--- src/rtl/tinyalu_cmd_issuer_if.sv ---
// Bundle of the command, tinyalu and response ports of tinyalu_cmd_issuer.
// slave = issuer side, master = stimulus / tinyalu / response-consumer side.
interface tinyalu_cmd_issuer_if #(
  parameter int FIFO_DEPTH = 4
);
  localparam int CW = $clog2(FIFO_DEPTH) + 1;

  logic          cmd_valid;
  logic          cmd_ready;
  logic [7:0]    cmd_A;
  logic [7:0]    cmd_B;
  logic [2:0]    cmd_op;
  logic          cmd_err;
  logic          alu_start;
  logic [7:0]    alu_A;
  logic [7:0]    alu_B;
  logic [2:0]    alu_op;
  logic          alu_done;
  logic [15:0]   alu_result;
  logic          res_valid;
  logic          res_ready;
  logic [15:0]   res_data;
  logic [2:0]    res_op;
  logic          res_err;
  logic          busy;
  logic [CW-1:0] fifo_count;

  modport slave (
    input  cmd_valid, cmd_A, cmd_B, cmd_op, alu_done, alu_result, res_ready,
    output cmd_ready, cmd_err, alu_start, alu_A, alu_B, alu_op,
           res_valid, res_data, res_op, res_err, busy, fifo_count
  );

  modport master (
    output cmd_valid, cmd_A, cmd_B, cmd_op, alu_done, alu_result, res_ready,
    input  cmd_ready, cmd_err, alu_start, alu_A, alu_B, alu_op,
           res_valid, res_data, res_op, res_err, busy, fifo_count
  );
endinterface

--- src/rtl/tinyalu_cmd_issuer.sv ---
// Queues ALU commands and issues them one at a time to tinyalu (start/done), returning tagged results.
// Optional issue watchdog enabled by defining TINYALU_ISSUER_TIMEOUT_EN.
module tinyalu_cmd_issuer #(
  parameter int FIFO_DEPTH     = 4,
  parameter int TIMEOUT_CYCLES = 16
) (
  input  logic                 i_clk,
  input  logic                 i_reset,
  tinyalu_cmd_issuer_if.slave  io_bus
);
  localparam int AW = $clog2(FIFO_DEPTH);
  localparam int CW = AW + 1;
  localparam logic [2:0] OP_NOP = 3'b000;
  localparam logic [2:0] OP_MUL = 3'b100;

  typedef struct packed {
    logic [7:0] a;
    logic [7:0] b;
    logic [2:0] op;
  } cmd_t;

  typedef enum logic [1:0] {S_IDLE, S_NOPST, S_ISSUE, S_RESP} state_t;

  cmd_t          r_mem [FIFO_DEPTH];
  logic [AW-1:0] r_wr_ptr, r_rd_ptr;
  logic [CW-1:0] r_count;
  state_t        r_state, w_state_nxt;
  logic          r_cmd_err;
  logic          r_alu_start;
  logic [7:0]    r_alu_A, r_alu_B;
  logic [2:0]    r_alu_op;
  logic          r_res_valid;
  logic [15:0]   r_res_data;
  logic [2:0]    r_res_op;
  logic          r_res_err;

  logic w_full, w_empty, w_legal, w_push, w_pop;
  logic w_nop_fin, w_done_fin, w_tmo_fin, w_res_ack, w_tmo_hit;
  cmd_t w_head;

  assign w_full  = (r_count == CW'(FIFO_DEPTH));
  assign w_empty = (r_count == '0);
  assign w_legal = (io_bus.cmd_op <= OP_MUL);
  assign w_push  = io_bus.cmd_valid & ~w_full & w_legal;
  assign w_head  = r_mem[r_rd_ptr];

`ifdef TINYALU_ISSUER_TIMEOUT_EN
  localparam int TW = $clog2(TIMEOUT_CYCLES + 1);
  logic [TW-1:0] r_tmo_cnt;

  // Zero on the first ISSUE cycle, so a hit marks the TIMEOUT_CYCLES-th cycle without done.
  always_ff @(posedge i_clk) begin
    if (i_reset || r_state != S_ISSUE) r_tmo_cnt <= '0;
    else                               r_tmo_cnt <= r_tmo_cnt + TW'(1);
  end

  assign w_tmo_hit = (r_tmo_cnt == TW'(TIMEOUT_CYCLES - 1));
`else
  assign w_tmo_hit = 1'b0;
`endif

  always_ff @(posedge i_clk) begin
    if (i_reset) r_state <= S_IDLE;
    else         r_state <= w_state_nxt;
  end

  always_comb begin
    w_state_nxt = r_state;
    w_pop       = 1'b0;
    w_nop_fin   = 1'b0;
    w_done_fin  = 1'b0;
    w_tmo_fin   = 1'b0;
    w_res_ack   = 1'b0;
    case (r_state)
      S_IDLE: begin
        if (!w_empty) begin
          w_pop       = 1'b1;
          w_state_nxt = (w_head.op == OP_NOP) ? S_NOPST : S_ISSUE;
        end
      end
      S_NOPST: begin
        w_nop_fin   = 1'b1;
        w_state_nxt = S_RESP;
      end
      S_ISSUE: begin
        // done wins over a watchdog hit in the same cycle
        if (io_bus.alu_done) begin
          w_done_fin  = 1'b1;
          w_state_nxt = S_RESP;
        end else if (w_tmo_hit) begin
          w_tmo_fin   = 1'b1;
          w_state_nxt = S_RESP;
        end
      end
      S_RESP: begin
        if (io_bus.res_ready) begin
          w_res_ack   = 1'b1;
          w_state_nxt = S_IDLE;
        end
      end
      default: w_state_nxt = S_IDLE;
    endcase
  end

  always_ff @(posedge i_clk) begin
    if (w_push) r_mem[r_wr_ptr] <= '{a: io_bus.cmd_A, b: io_bus.cmd_B, op: io_bus.cmd_op};
  end

  always_ff @(posedge i_clk) begin
    if (i_reset) begin
      r_wr_ptr    <= '0;
      r_rd_ptr    <= '0;
      r_count     <= '0;
      r_cmd_err   <= 1'b0;
      r_alu_start <= 1'b0;
      r_alu_A     <= '0;
      r_alu_B     <= '0;
      r_alu_op    <= '0;
      r_res_valid <= 1'b0;
      r_res_data  <= '0;
      r_res_op    <= '0;
      r_res_err   <= 1'b0;
    end else begin
      r_cmd_err <= io_bus.cmd_valid & ~w_legal;
      if (w_push) r_wr_ptr <= r_wr_ptr + AW'(1);
      if (w_pop)  r_rd_ptr <= r_rd_ptr + AW'(1);
      case ({w_push, w_pop})
        2'b10:   r_count <= r_count + CW'(1);
        2'b01:   r_count <= r_count - CW'(1);
        default: r_count <= r_count;
      endcase
      if (w_pop) begin
        r_alu_start <= 1'b1;
        r_alu_A     <= w_head.a;
        r_alu_B     <= w_head.b;
        r_alu_op    <= w_head.op;
      end
      if (w_nop_fin || w_done_fin || w_tmo_fin) begin
        r_alu_start <= 1'b0;
        r_res_valid <= 1'b1;
      end
      if (w_nop_fin) begin
        r_res_data <= '0;
        r_res_op   <= OP_NOP;
        r_res_err  <= 1'b0;
      end
      if (w_done_fin) begin
        r_res_data <= io_bus.alu_result;
        r_res_op   <= r_alu_op;
        r_res_err  <= 1'b0;
      end
      if (w_tmo_fin) begin
        r_res_data <= '0;
        r_res_op   <= r_alu_op;
        r_res_err  <= 1'b1;
      end
      if (w_res_ack) r_res_valid <= 1'b0;
    end
  end

  assign io_bus.cmd_ready  = ~w_full;
  assign io_bus.cmd_err    = r_cmd_err;
  assign io_bus.alu_start  = r_alu_start;
  assign io_bus.alu_A      = r_alu_A;
  assign io_bus.alu_B      = r_alu_B;
  assign io_bus.alu_op     = r_alu_op;
  assign io_bus.res_valid  = r_res_valid;
  assign io_bus.res_data   = r_res_data;
  assign io_bus.res_op     = r_res_op;
  assign io_bus.res_err    = r_res_err;
  assign io_bus.busy       = (r_state != S_IDLE) | ~w_empty;
  assign io_bus.fifo_count = r_count;
endmodule

--- src/flat_wrapper.sv ---
// flat-port wrapper written by rule: the top's interface ports become plain ports
module tinyalu_cmd_issuer_flat 
#(
  parameter int FIFO_DEPTH     = 4,
  parameter int TIMEOUT_CYCLES = 16
)
  (i_clk, i_reset, io_bus_cmd_valid, io_bus_cmd_A, io_bus_cmd_B, io_bus_cmd_op, io_bus_alu_done, io_bus_alu_result, io_bus_res_ready, io_bus_cmd_ready, io_bus_cmd_err, io_bus_alu_start, io_bus_alu_A, io_bus_alu_B, io_bus_alu_op, io_bus_res_valid, io_bus_res_data, io_bus_res_op, io_bus_res_err, io_bus_busy, io_bus_fifo_count);
  tinyalu_cmd_issuer_if #(.FIFO_DEPTH(FIFO_DEPTH)) io_bus_i ();
  input  logic i_clk;
  input  logic i_reset;
  input wire logic [$bits(io_bus_i.cmd_valid)-1:0] io_bus_cmd_valid;
  input wire logic [$bits(io_bus_i.cmd_A)-1:0] io_bus_cmd_A;
  input wire logic [$bits(io_bus_i.cmd_B)-1:0] io_bus_cmd_B;
  input wire logic [$bits(io_bus_i.cmd_op)-1:0] io_bus_cmd_op;
  input wire logic [$bits(io_bus_i.alu_done)-1:0] io_bus_alu_done;
  input wire logic [$bits(io_bus_i.alu_result)-1:0] io_bus_alu_result;
  input wire logic [$bits(io_bus_i.res_ready)-1:0] io_bus_res_ready;
  output wire logic [$bits(io_bus_i.cmd_ready)-1:0] io_bus_cmd_ready;
  output wire logic [$bits(io_bus_i.cmd_err)-1:0] io_bus_cmd_err;
  output wire logic [$bits(io_bus_i.alu_start)-1:0] io_bus_alu_start;
  output wire logic [$bits(io_bus_i.alu_A)-1:0] io_bus_alu_A;
  output wire logic [$bits(io_bus_i.alu_B)-1:0] io_bus_alu_B;
  output wire logic [$bits(io_bus_i.alu_op)-1:0] io_bus_alu_op;
  output wire logic [$bits(io_bus_i.res_valid)-1:0] io_bus_res_valid;
  output wire logic [$bits(io_bus_i.res_data)-1:0] io_bus_res_data;
  output wire logic [$bits(io_bus_i.res_op)-1:0] io_bus_res_op;
  output wire logic [$bits(io_bus_i.res_err)-1:0] io_bus_res_err;
  output wire logic [$bits(io_bus_i.busy)-1:0] io_bus_busy;
  output wire logic [$bits(io_bus_i.fifo_count)-1:0] io_bus_fifo_count;
  assign io_bus_i.cmd_valid = io_bus_cmd_valid;
  assign io_bus_i.cmd_A = io_bus_cmd_A;
  assign io_bus_i.cmd_B = io_bus_cmd_B;
  assign io_bus_i.cmd_op = io_bus_cmd_op;
  assign io_bus_i.alu_done = io_bus_alu_done;
  assign io_bus_i.alu_result = io_bus_alu_result;
  assign io_bus_i.res_ready = io_bus_res_ready;
  assign io_bus_cmd_ready = io_bus_i.cmd_ready;
  assign io_bus_cmd_err = io_bus_i.cmd_err;
  assign io_bus_alu_start = io_bus_i.alu_start;
  assign io_bus_alu_A = io_bus_i.alu_A;
  assign io_bus_alu_B = io_bus_i.alu_B;
  assign io_bus_alu_op = io_bus_i.alu_op;
  assign io_bus_res_valid = io_bus_i.res_valid;
  assign io_bus_res_data = io_bus_i.res_data;
  assign io_bus_res_op = io_bus_i.res_op;
  assign io_bus_res_err = io_bus_i.res_err;
  assign io_bus_busy = io_bus_i.busy;
  assign io_bus_fifo_count = io_bus_i.fifo_count;
  tinyalu_cmd_issuer #(.FIFO_DEPTH(FIFO_DEPTH), .TIMEOUT_CYCLES(TIMEOUT_CYCLES)) u_core (.i_clk(i_clk), .i_reset(i_reset), .io_bus(io_bus_i));
endmodule
--- config.mk ---
export PLATFORM = sky130hd
export DESIGN_NAME = tinyalu_cmd_issuer_flat
export DESIGN_NICKNAME = d
export VERILOG_FILES = /design/src/rtl/tinyalu_cmd_issuer_if.sv /design/src/rtl/tinyalu_cmd_issuer.sv /design/src/flat_wrapper.sv
export SDC_FILE = /design/constraint.sdc
export NUM_CORES = 1
export LEC_CHECK = 0
export CAP_MARGIN = 20
export CORE_MARGIN = 2
export CORE_UTILIZATION = 25
export DETAILED_ROUTE_END_ITERATION = 6
export DONT_BUFFER_PORTS = 1
export MAX_ROUTING_LAYER = met4
export PLACE_DENSITY = 0.41
export RECOVER_POWER = 50
export SLEW_MARGIN = 5
export SYNTH_ARGS = -nofsm -noshare
export SYNTH_HDL_FRONTEND = slang
export SYNTH_SLANG_ARGS = --single-unit
--- constraint.sdc ---
create_clock -name i_clk -period 2.82 [get_ports i_clk]
set_clock_uncertainty 0.05 [all_clocks]
set_input_delay 0.846 -clock i_clk [delete_from_list [all_inputs] [get_ports i_clk]]
set_output_delay 0.846 -clock i_clk [all_outputs]
set_load 0.005 [all_outputs]
==> run_results.csv, run 1 <==
group,metric,value,unit
run_status,status,"complete, no violations",
detailed_routing,wl_per_cell,17.6,um
finish,n_fill_cell,1859,
cts,post_cts_buffers,0,
worst_hold_path,holdPathStages,2,
cts,path_clk_slew,0.06,ns
placed_design,hpwl,6.25,mm
pwr,seqPwrFrac,41.7,%
placed_design,port-buffer-count,0,
finish,layout.nets,375,
logic_synthesis,synthSimpleGateAreaFrac,6.34,%
detailed_routing,routed_wl,10.0,mm
pwr,pwr-share-comb,20.2,%
logic_synthesis,synth_common_cells,"76 x edfxtp_1, 52 x dfxtp_1, 44 x nand2_1, 23 x a21oi_1, 19 x a22o_1",
global_route,busiest_layer,"met2",
detailed_routing,drc,0,
logic_synthesis,synth.net_count,361,
floorplan,fp.dieH,142,um
floorplan,ios,87,
cts,clk_latency,0.41,ns
worst_hold_path,holdCritPathClass,"reg2reg",
timing,fin_tns_setup,0,ns
detailed_routing,drt_pre_antenna_iters,4,
worst_setup_path,worst-setup-path-type,"reg2reg",
logic_synthesis,synth-compound-area-share,7.18,%
logic_synthesis,synth_area,4740,um^2
timing,max_slew.worst_pin.slew,1.09,ns
logic_synthesis,yosys-top-cells-area,"edfxtp_1 48%, dfxtp_1 22%, mux4_2 6.7%",
floorplan,die_w,142,um
cts,cts_root_buf,"clkbuf_16",
detailed_routing,drt-initial-drc-count,121,
global_route,use_met2,17.2,%
logic_synthesis,syn_area_per_cell,15.3,um^2
global_route,grt_overflow,0,
finish,syn_to_final_growth,19.8,%
timing,rsz0062_at_grt,"false",
pwr,p_int,4160,uW
logic_synthesis,synthMuxAreaShare,9.64,%
global_route,grt_util_all_layers,10.9,%
logic_synthesis,synth_edf_count,76,
timing,hold_viol,0,
timing,fin_crit,2.47,ns
global_route,grt_pass1_wl,15.4,mm
logic_synthesis,synthAdderAreaFrac,3.06,%
pwr,swShare,28.7,%
worst_setup_path,cp_data_arrival_time,2.76,ns
cts,holdBufCountCts,0,
floorplan,start_util,25.4,%
timing,period_share,87.7,%
logic_synthesis,synth_seq_area_share,70.1,%
logic_synthesis,syn_inst,310,
worst_setup_path,rr_worst_depth,9,
logic_synthesis,netlist.area_leader.share,48.2,%
logic_synthesis,yosysTopAreaCell,"edfxtp_1",
cts,post_cts_resized,0,
worst_setup_path,worstPathRequired,3.11,ns
placed_design,gp_congestion,0.645,
pwr,p_leak,0.00193,uW
timing,holdWs,0.425,ns
logic_synthesis,synthFlopType,"edfxtp_1",
detailed_routing,ant_nets,0,
floorplan,rows,50,
pwr,p_switching,1680,uW
logic_synthesis,synth_seq_cells,128,
detailed_routing,num_vias,2527,
cts,cts_max_path_buffers,2,
cts,cts_made_buffers,17,
cts,htreeDepth,4,
timing,slew_headroom,27.5,%
pwr,fin_total_pwr,5840,uW
logic_synthesis,synth_cell_types,36,
pwr,powerDensity,1030,nW/um^2
logic_synthesis,async_reset_ff_share,0,%
global_route,met1_usage,12.3,%
global_route,grt_start_max_net_pins,34,
detailed_routing,vias_per_cell,4.43,
flow_run,maxCapViolations,0,
finish,layout-drive-gt1-share,16.3,%
global_route,first_global_vias,2640,
timing,fmax,404,MHz
cts,cts.sinks,128,
logic_synthesis,synth_xor_area_share,0.924,%
cts,cts_tree,"yes",
floorplan,coreArea,18600,um^2
floorplan,die-area,20100,um^2
pwr,power_frac_clock,38.1,%
pwr,vdd_drop_max,0.472,mV
finish,num_antenna_cells,0,
worst_setup_path,end_kind,"flop",
logic_synthesis,yosysWarnings,0,
logic_synthesis,synth_top_family_by_area,"multiplexers",
logic_synthesis,synth_most_common_cell,"edfxtp_1",
global_route,grtUsageMet3,5.37,%
worst_setup_path,worstPathMaxFanout,5,
global_route,antenna_found_initial,0,
timing,slew_viol_final,0,
timing,final-setup-viol-count,0,
worst_setup_path,critPathLaunchType,"flop",
final cells by class:
cell class,instances,area (um^2),share of cell area [%]
clock buffer,20,447,7.87
multi-input combinational,154,1290,22.7
sequential,128,3320,58.5
inverter,11,41.3,0.727
timing repair buffer,12,129,2.27
tap,234,293,5.16
clock inverter,12,155,2.73
stage by stage:
step / cells / util (%) / cell area (um^2) / worst slack, ns
final: 571 / 30.5 / 5680 / 0.347
after detailed placement: 538 / 27.3 / 5080 / 0.138
after global routing: 571 / 30.5 / 5680 / 0.232
after global placement: 538 / 27.3 / 5080 / 0.186
after floorplan: 310 / - / 4740 / 0.244
after CTS: 570 / 30.5 / 5690 / 0.319
critical path, stage by stage (launching register included):
cell	delay, ns
dfxtp_1	0.43
or3b_1	0.45
and3_1	0.22
inv_2	0.06
ha_1	0.17
inv_1	0.06
fa_1	0.37
xor2_1	0.15
or3_1	0.31
a21oi_1	0.14
power groups by stage:
stage	clock [uW]	sequential (uW)	combinational (uW)
5_1_grt	2380	2470	1330
6_report	2220	2430	1180
3_3_place_gp	0	2480	1230
3_5_place_dp	0	2480	1230
4_1_cts	2280	2440	1240
2_1_floorplan	0	2400	941
flip-flops by register name, indices dropped and copies added (netlist names), named ones only:
register / count
u_core.io_bus.alu_A: 8
u_core.io_bus.res_valid: 1
u_core.r_wr_ptr: 2
u_core.io_bus.cmd_err: 1
u_core.io_bus.alu_op: 3
u_core.r_state: 2
u_core.r_mem: 76
u_core.io_bus.alu_start: 1
u_core.io_bus.fifo_count: 3
u_core.io_bus.alu_B: 8
u_core.r_rd_ptr: 2
u_core.io_bus.res_data: 16
u_core.io_bus.res_op: 3
cell usage in the layout (no fill, tap or decap), types with 5 or more instances in the layout:
cell type / synthesis / routed
dfxtp_1: 52 / 52
nor2_1: 9 / 9
nand2_1: 44 / 44
buf_4: 2 / 5
mux4_1: 5 / 5
a21oi_1: 23 / 23
ha_1: 10 / 10
edfxtp_1: 76 / 76
mux4_2: 14 / 14
clkbuf_16: 0 / 17
clkbuf_1: 9 / 5
inv_1: 10 / 10
a22o_1: 19 / 19
layer usage:
| metal | up-vias | wire length (um) |
|---|---|---|
| met2 | 91 | 4760 |
| met5 | - | 0 |
| met1 | 1243 | 4300 |
| met3 | 9 | 888 |
| li1 | 1184 | - |
| met4 | 0 | 102 |
worst paths after layout:
path,slack (ns),endpoint,startpoint
min reg2reg,0.43,u_core.io_bus.alu_A[6],u_core.io_bus.alu_A[6]
max,0.35,u_core.io_bus.fifo_count[2],u_core.io_bus.fifo_count[2]
max reg2reg,0.35,u_core.io_bus.fifo_count[2],u_core.io_bus.fifo_count[2]
min,0.43,u_core.io_bus.alu_A[6],u_core.io_bus.alu_A[6]
kinds of logic (layout without fill, tap and decap cells):
family,after synthesis,in the layout
muxes,20,20
other,1,1
xor gates and xnor gates,5,5
buffers and inverters,28,55
adders and majority gates,11,11
and+or+nand+nor,67,67
AOI/OAI and AO/OA,50,50
DFF,128,128
No activity file was read; power rests on OpenSTA's default activity.
==> run 2: changes to the inputs <==
Settings changed: GPL_TIMING_DRIVEN set to 0.
==> run 2 against run 1 <==
  * Cell area is 2.6% higher
  * Total power grew 5.2%
  * Core utilization is 0.78 points higher
  * Register-to-register slack got worse by 0.09 ns
  * Fmax down 3.5%
  * Sequential power about the same
  * Critical endpoint unchanged
  * Highest routed layer unchanged
==> run_results.csv, run 2 (same netlist as run 1, synthesis figures left out) <==
group,metric,value,unit
run_status,status,"complete, no violations",
global_route,grtUsageMet3,5.57,%
detailed_routing,drc,0,
finish,layout_common_cells,"76 x edfxtp_1, 51 x dfxtp_1, 44 x nand2_1, 23 x a21oi_1, 19 x a22o_1",
global_route,grt_util_all_layers,11.3,%
placed_design,hpwl,6.92,mm
global_route,grt_overflow,0,
cts,cts_made_buffers,17,
floorplan,coreArea,18600,um^2
pwr,powerDensity,1050,nW/um^2
worst_setup_path,end_kind,"flop",
timing,period_share,90.8,%
global_route,first_global_vias,2608,
cts,path_clk_slew,0.06,ns
cts,cts_root_buf,"clkbuf_16",
timing,max_slew.worst_pin.slew,0.687,ns
cts,clk_latency,0.41,ns
pwr,p_leak,0.00199,uW
placed_design,gp_congestion,0.667,
timing,slew_viol_final,0,
finish,final_area,5820,um^2
finish,multi_input_area,1290,um^2
timing,fmax,390,MHz
finish,layout_commonest_cell,"edfxtp_1",
worst_setup_path,cp_data_arrival_time,2.84,ns
finish,layout.nets,387,
cts,cts_tree,"yes",
pwr,seqPwrFrac,39.5,%
pwr,p_switching,1720,uW
worst_setup_path,worstPathMaxFanout,7,
cts,cts_max_path_buffers,2,
detailed_routing,drt-initial-drc-count,115,
finish,num_antenna_cells,0,
pwr,fin_total_pwr,6140,uW
finish,n_fill_cell,1854,
timing,rsz0062_at_grt,"false",
floorplan,ios,87,
detailed_routing,routed_wl,10.3,mm
detailed_routing,num_vias,2555,
global_route,use_met2,16.6,%
finish,largest_register,"u_core.r_mem",
placed_design,port-buffer-count,0,
cts,htreeDepth,4,
cts,cts.sinks,128,
timing,fin_tns_setup,0,ns
floorplan,start_util,25.4,%
floorplan,die-area,20100,um^2
detailed_routing,wl_per_cell,17.6,um
pwr,power_frac_clock,39.1,%
detailed_routing,drt_pre_antenna_iters,4,
cts,holdBufCountCts,0,
worst_setup_path,reg2reg_slack,0.26,ns
pwr,p_int,4420,uW
pwr,vdd_drop_max,0.413,mV
global_route,antenna_found_initial,0,
global_route,busiest_layer,"met2",
pwr,swShare,28.0,%
worst_hold_path,holdCritPathClass,"reg2reg",
placed_design,pre_cts_ws,-0.165,ns
finish,stdcell_count,583,
floorplan,die_w,142,um
global_route,grt_start_max_net_pins,17,
worst_setup_path,critPathLaunchType,"flop",
finish,layout-drive-gt1-share,18.1,%
flow_run,maxCapViolations,0,
worst_setup_path,worstPathRequired,3.10,ns
placed_design,dp_cells,548,
floorplan,fp.dieH,142,um
detailed_routing,vias_per_cell,4.38,
timing,final-setup-viol-count,0,
finish,syn_to_final_growth,22.9,%
placed_design,placed_area,5140,um^2
pwr,pwr-share-comb,21.3,%
finish,largest_reg_flops,76,
timing,setup_slack,0.259,ns
global_route,grt_pass1_wl,15.8,mm
timing,slew_headroom,54.2,%
floorplan,rows,50,
timing,hold_viol,0,
detailed_routing,ant_nets,0,
finish,register_area,3320,um^2
global_route,met1_usage,13.3,%
worst_setup_path,worst-setup-path-type,"reg2reg",
timing,fin_crit,2.56,ns
run 2: layout make-up:
cell class,instances,share of cell area (%)
buffer,16,1.35
tap,234,5.03
clock buffer,19,7.61
inverter,11,0.774
sequential,128,57.1
clock inverter,13,3.55
multi-input combinational,154,22.2
timing repair buffer,8,2.41
run 2: power groups by stage:
stage / Combinational [uW] / Clock (uW) / Sequential (uW)
after floorplan: 941 / 0 / 2400
after detailed placement: 1290 / 0 / 2470
final: 1310 / 2400 / 2430
after CTS: 1290 / 2460 / 2430
after global placement: 1250 / 0 / 2470
after global routing: 1500 / 2570 / 2470
run 2: final timing paths:
check / start / to / cells past startpoint
min: u_core.io_bus.alu_B[2] / u_core.io_bus.alu_B[2] / 2
max reg2reg: u_core.io_bus.fifo_count[0] / u_core.io_bus.fifo_count[2] / 10
min reg2reg: u_core.io_bus.alu_B[2] / u_core.io_bus.alu_B[2] / 2
max: u_core.io_bus.fifo_count[0] / u_core.io_bus.fifo_count[2] / 10
run 2: per-stage QoR:
step	utilization, %	hold slack (ns)
final	31.2	0.430
after global routing	31.2	0.447
after CTS	31.0	0.437
after detailed placement	27.6	0.429
after global placement	27.0	0.427
after floorplan	-	0.403
run 2: metal layers:
layer	vias up	part of all wire [%]
met5	-	0
met1	1253	44
met4	0	0.95
met2	93	45
li1	1203	-
met3	6	9.8
run 2: critical path, stage by stage (launching register included):
cell and delay [ns]:
dfxtp_1 0.36, or3b_4 0.44, and3_1 0.18, clkbuf_1 0.17, clkinv_1 0.09, ha_1 0.17
inv_1 0.06, fa_1 0.37, xor2_1 0.15, or3_1 0.30, a21oi_1 0.13
run 2: repair_timing:
item,in CTS,in global routing
resized for setup,0,3
buffers inserted,0,4
setup endpoints to repair,1,1
